### src/rtl/count_sched_pkg.sv
// count_sched shared types: FSM encoding, requester count, default width.
// Imported by the interface, the arbiter and the top.
package count_sched_pkg;

    localparam int NUM_REQ   = 2;
    localparam int DEF_WIDTH = 8;

    typedef enum logic [1:0] {
        ST_IDLE = 2'd0,
        ST_RUN  = 2'd1,
        ST_DONE = 2'd2
    } state_t;

endpackage

### src/rtl/count_sched_if.sv
// count_sched request/status bundle.
// The master side drives requests; the slave side is the scheduler.
interface count_sched_if
    import count_sched_pkg::*;
#(
    parameter int WIDTH = DEF_WIDTH
);

    logic [NUM_REQ-1:0] req;
    logic [WIDTH-1:0]   limit0;
    logic [WIDTH-1:0]   limit1;
    logic               abort;
    logic [NUM_REQ-1:0] gnt;
    logic               busy;
    logic [NUM_REQ-1:0] done;
    logic [WIDTH-1:0]   value;

    modport master (
        output req,
        output limit0,
        output limit1,
        output abort,
        input  gnt,
        input  busy,
        input  done,
        input  value
    );

    modport slave (
        input  req,
        input  limit0,
        input  limit1,
        input  abort,
        output gnt,
        output busy,
        output done,
        output value
    );

endinterface

### src/rtl/count_sched_rr_arb2.sv
// Two-way round-robin arbiter for count_sched.
// The pointer flips to the loser of each grant taken.
module rr_arb2
    import count_sched_pkg::*;
(
    input  logic               clk,
    input  logic               reset,
    input  logic [NUM_REQ-1:0] req,
    input  logic               take,
    output logic [NUM_REQ-1:0] win
);

    logic ptr;

    always_comb begin
        win = '0;
        unique case (req)
            2'b01:   win = 2'b01;
            2'b10:   win = 2'b10;
            2'b11:   win = ptr ? 2'b10 : 2'b01;
            default: win = '0;
        endcase
    end

    // win[0] set means requester 0 won, so prefer 1 next
    always_ff @(posedge clk or negedge reset) begin
        if (!reset) begin
            ptr <= 1'b0;
        end else if (take && (|win)) begin
            ptr <= win[0];
        end
    end

endmodule

### src/rtl/count_sched.sv
// Shared counter scheduler: grants one of two requesters, counts to
// the winner's latched limit, pulses done; all outputs registered.
module count_sched
    import count_sched_pkg::*;
#(
    parameter int WIDTH = DEF_WIDTH
)
(
    input  logic         clk,
    input  logic         reset,
    count_sched_if.slave bus
);

    state_t             state_q;
    state_t             state_d;
    logic [WIDTH-1:0]   value_q;
    logic [WIDTH-1:0]   value_d;
    logic [WIDTH-1:0]   lim_q;
    logic [WIDTH-1:0]   lim_d;
    logic [NUM_REQ-1:0] own_q;
    logic [NUM_REQ-1:0] own_d;
    logic [NUM_REQ-1:0] gnt_q;
    logic [NUM_REQ-1:0] gnt_d;
    logic [NUM_REQ-1:0] done_q;
    logic [NUM_REQ-1:0] done_d;
    logic               busy_q;
    logic               busy_d;
    logic [NUM_REQ-1:0] win;
    logic               take;

    assign take = (state_q == ST_IDLE);

    rr_arb2 u_arb (
        .clk   (clk),
        .reset (reset),
        .req   (bus.req),
        .take  (take),
        .win   (win)
    );

    always_comb begin
        state_d = state_q;
        value_d = value_q;
        lim_d   = lim_q;
        own_d   = own_q;
        gnt_d   = gnt_q;
        busy_d  = busy_q;
        done_d  = '0;
        unique case (state_q)
            ST_IDLE: begin
                gnt_d   = '0;
                busy_d  = 1'b0;
                value_d = '0;
                if (|win) begin
                    state_d = ST_RUN;
                    own_d   = win;
                    gnt_d   = win;
                    busy_d  = 1'b1;
                    lim_d   = win[1] ? bus.limit1 : bus.limit0;
                end
            end
            ST_RUN: begin
                // abort beats the terminal-count match
                if (bus.abort) begin
                    state_d = ST_IDLE;
                    value_d = '0;
                    gnt_d   = '0;
                    busy_d  = 1'b0;
                end else if (value_q == lim_q) begin
                    state_d = ST_DONE;
                    gnt_d   = '0;
                    done_d  = own_q;
                end else begin
                    value_d = value_q + WIDTH'(1);
                end
            end
            ST_DONE: begin
                state_d = ST_IDLE;
                value_d = '0;
                gnt_d   = '0;
                busy_d  = 1'b0;
            end
            default: begin
                state_d = ST_IDLE;
                value_d = '0;
                gnt_d   = '0;
                busy_d  = 1'b0;
            end
        endcase
    end

    always_ff @(posedge clk or negedge reset) begin
        if (!reset) begin
            state_q <= ST_IDLE;
            value_q <= '0;
            lim_q   <= '0;
            own_q   <= '0;
            gnt_q   <= '0;
            done_q  <= '0;
            busy_q  <= 1'b0;
        end else begin
            state_q <= state_d;
            value_q <= value_d;
            lim_q   <= lim_d;
            own_q   <= own_d;
            gnt_q   <= gnt_d;
            done_q  <= done_d;
            busy_q  <= busy_d;
        end
    end

    assign bus.gnt   = gnt_q;
    assign bus.busy  = busy_q;
    assign bus.done  = done_q;
    assign bus.value = value_q;

endmodule

### src/flat_wrapper.sv
// flat-port wrapper written by rule: the top's interface ports become plain ports
module count_sched_flat import count_sched_pkg::*;
#(
    parameter int WIDTH = DEF_WIDTH
)
  (clk, reset, bus_req, bus_limit0, bus_limit1, bus_abort, bus_gnt, bus_busy, bus_done, bus_value);
  count_sched_if #(.WIDTH(WIDTH)) bus_i ();
  input  logic clk;
  input  logic reset;
  input wire logic [$bits(bus_i.req)-1:0] bus_req;
  input wire logic [$bits(bus_i.limit0)-1:0] bus_limit0;
  input wire logic [$bits(bus_i.limit1)-1:0] bus_limit1;
  input wire logic [$bits(bus_i.abort)-1:0] bus_abort;
  output wire logic [$bits(bus_i.gnt)-1:0] bus_gnt;
  output wire logic [$bits(bus_i.busy)-1:0] bus_busy;
  output wire logic [$bits(bus_i.done)-1:0] bus_done;
  output wire logic [$bits(bus_i.value)-1:0] bus_value;
  assign bus_i.req = bus_req;
  assign bus_i.limit0 = bus_limit0;
  assign bus_i.limit1 = bus_limit1;
  assign bus_i.abort = bus_abort;
  assign bus_gnt = bus_i.gnt;
  assign bus_busy = bus_i.busy;
  assign bus_done = bus_i.done;
  assign bus_value = bus_i.value;
  count_sched #(.WIDTH(WIDTH)) u_core (.clk(clk), .reset(reset), .bus(bus_i));
endmodule
### config.mk
export PLATFORM = sky130hd
export DESIGN_NAME = count_sched_flat
export DESIGN_NICKNAME = d
export VERILOG_FILES = /design/src/rtl/count_sched_pkg.sv /design/src/rtl/count_sched_if.sv /design/src/rtl/count_sched_rr_arb2.sv /design/src/rtl/count_sched.sv /design/src/flat_wrapper.sv
export SDC_FILE = /design/constraint.sdc
export NUM_CORES = 1
export LEC_CHECK = 0
export CAP_MARGIN = 0
export CORE_AREA = 5 5 55 81
export CTS_CLUSTER_DIAMETER = 100
export CTS_CLUSTER_SIZE = 28
export DETAILED_ROUTE_END_ITERATION = 8
export DIE_AREA = 0 0 60 86
export HOLD_SLACK_MARGIN = 0.02
export PLACE_DENSITY = 0.71
export SKIP_LAST_GASP = 1
export SLEW_MARGIN = 20
export SYNTH_ARGS = -nofsm -noshare
export SYNTH_HDL_FRONTEND = slang
export SYNTH_HIERARCHICAL = 1
export SYNTH_SLANG_ARGS = --single-unit
### constraint.sdc
create_clock -name clk -period 2.03 [get_ports clk]
set_input_delay 0.609 -clock clk [delete_from_list [all_inputs] [get_ports clk]]
set_output_delay 0.609 -clock clk [all_outputs]
set_load 0.05 [all_outputs]
==> impl_metrics.toml <==
[worst_hold_path]
hold_class = "flip-flop to flip-flop"
whs_path_depth = 2

[die]
placementRows = 27
start_util_pct = 35.6
die_h_um = 86
die_area_sq_um = 5160
io_pins = 34
die-width_um = 60
core_area_sq_um = 3650

[sta]
finalHoldViolations = 0
setup_violations = 0
setup_slack_ns = 0.232
min_period_ns = 1.80
tightest_slew_ns = 0.451
skew_ns = 0.00499
setup_tns_ns = 0
drv_slew = 0
finalCritPeriodShare_pct = 88.6
whs_ns = 0.476
rsz0062_at_grt = "no"
slew_headroom_pct = 70.0
timing.fmax_mhz = 556

[pwr]
vdd_drop_max_uv = 581
power_density_nw_per_um2 = 1140
p_leak_nw = 0.768
total_power_mw = 1.96

[synth]
synthCells = 131
synth_area_per_cell_sq_um = 9.90
syn_area_sq_um = 1300
synth_nets = 153
ys_seq_area_share_pct = 50.1
ys_ff_latch = 26
ys_types = 26
yosys_warnings = 6

[setup_path]
cp-start-kind = "input pin"
end_kind = "flip-flop"
rrSetupSlack_ns = 0.47
worstSetupPathDepth = 5
timing.rr.end = "u_core/bus.gnt[0]"
critPathKind = "input pin to flip-flop"
r2r-start = "u_core/bus.value[2]"
worstPathRequired_ns = 2.19
cp_slowest_cell = "clkdlybuf4s50_1"
setup.worst_path.end = "u_core/lim_q[6]"
cp_max_fo = 10
slowest_delay_ns = 0.49
critPathTopFamily = "buffers and inverters"
crit_start = "bus_req[1]"
reg2regPathDepth = 4
crit_arrival_ns = 1.96
crit_buf_inv = 2
crit_chain = "clkdlybuf4s50_1 -> a21boi_1 -> buf_4 -> mux2i_1 -> o21ai_0"

[detailed_routing]
drt_iter0_markers = 26
avgViaCountPerCell = 5.30
vias = 1124
drt_wl_total_um = 2890
drc = 0
drtPass1Iterations = 4
ant_nets = 0
wl_per_cell_um = 13.6

[layout]
fin_util_pct = 47.2
area_delta_synth_final_pct = 32.7
nFillCells = 360
nets = 192
drive_above_1_share_pct = 14.2
fin_area_sq_um = 1720
fin_cells = 212
num_antenna_cells = 0

[clock_tree]
cts_root_buffer = "clkbuf_8"
clk_path_buf_depth = 2
htreeDepth = 1
path_clk_slew_ns = 0.09
cts_sinks = 26
cts_made_buffers = 3
cts_setup_buffers = 0
post_cts_resized = 0
clk_latency_ns = 0.27
cts_tree = "built"
hold_buffers = 0

[global_routing]
grt_max_degree = 27
grt_pass1_wl_um = 5060
grt-ovfl-total = 0
first_global_vias = 1166
antenna_found_initial = 0
track_usage_pct = 12.6

[placement]
place_inst = 208
io_buffer_count = 33
place_congestion = 0.826
dpl-instance-area_sq_um = 1670
hpwlAfterDp_um = 2190
post-place-ws_ns = -0.0421

[flow_run]
maxCapViolations = 0

[run_status]
status = "finished clean"
## final cells by class
class | instances | area [sq um] | share of cell area, %
timing repair buffer | 39 | 343 | 19.9
multi-input combinational | 99 | 616 | 35.8
tap | 43 | 53.8 | 3.13
sequential | 26 | 651 | 37.8
clock buffer | 4 | 55.1 | 3.20
inverter | 1 | 3.75 | 0.218
## placed cells by master (no fill, tap or decap), types with 3 or more instances in the layout
cell type,n
a21oi_1,7
and3_1,3
buf_4,19
nand2_1,25
a2111o_1,4
mux2i_1,10
xnor2_1,8
nand3_1,4
nand4_1,3
clkdlybuf4s50_1,20
o21ai_0,15
clkbuf_8,4
dfrtp_1,26
nor2_1,4
## cell families after synthesis
kind of cell	Yosys count	share of synthesized area [%]
simple gates	47	17.3
mux	10	7.71
xor+xnor	8	5.40
flops	26	50.1
fa+ha+maj	1	0.964
compound gates	33	16.1
buf+inv	6	2.41
## power breakdown
group / internal [mW] / leakage, nW / switching, mW
Clock: 0.174 / 0.0288 / 0.161
Combinational: 0.323 / 0.404 / 0.507
Sequential: 0.676 / 0.335 / 0.119
## flip-flops by register name, indices dropped and copies added, names as in the netlist
register / cells
u_core/bus.value: 8
u_core/lim_q: 8
u_core/bus.done: 2
u_core/bus.gnt: 2
u_core/own_q: 2
u_core/state_q: 2
u_core/bus.busy: 1
u_core/u_arb/ptr: 1
## worst reg2reg max path: stages, from the launching register on
cell     delay [ns]
dfrtp_1        0.47
xnor2_1        0.25
and4_4         0.34
nand2_1        0.13
a32o_1         0.27
## per-layer routing
layer / up-vias / track usage [%] / routed length [um]
li1: 546 / - / -
met1: 548 / 13.9 / 1140
met2: 25 / 21.9 / 1570
met3: 5 / 2.11 / 112
met4: 0 / 7.26 / 70
met5: - / 0 / 0
## worst min path at each step
stage                      endpoint  slack, ns       startpoint
floorplan           u_core/bus.busy       0.31            reset
global placement    u_core/own_q[0]       0.45  u_core/own_q[0]
detailed placement  u_core/own_q[1]       0.46  u_core/own_q[1]
CTS                 u_core/own_q[1]       0.48  u_core/own_q[1]
global route        u_core/own_q[1]       0.50  u_core/own_q[1]
finish              u_core/own_q[1]       0.48  u_core/own_q[1]
## synth_stat cells
master | count | area (sq um)
o21ai_0 | 15 | 75.1
xnor2_1 | 8 | 70.1
a21oi_1 | 7 | 35.0
ha_1 | 1 | 12.5
buf_6 | 1 | 11.3
and3_1 | 3 | 18.8
nand2b_1 | 2 | 12.5
a21boi_0 | 2 | 15.0
and4_1 | 2 | 17.5
clkbuf_1 | 3 | 11.3
and2_1 | 1 | 6.26
nand3_1 | 4 | 20.0
buf_2 | 1 | 5.00
a2111o_1 | 4 | 45.0
dfrtp_1 | 26 | 651
a32o_1 | 2 | 20.0
mux2i_1 | 10 | 100
a31oi_1 | 1 | 6.26
nor2_1 | 4 | 15.0
o21ai_1 | 1 | 5.00
nand2_1 | 25 | 93.8
nand4_1 | 3 | 18.8
nor3_1 | 2 | 10.0
a21boi_1 | 1 | 7.51
and4_4 | 1 | 11.3
inv_1 | 1 | 3.75
Power figures use the tool's default switching activity.
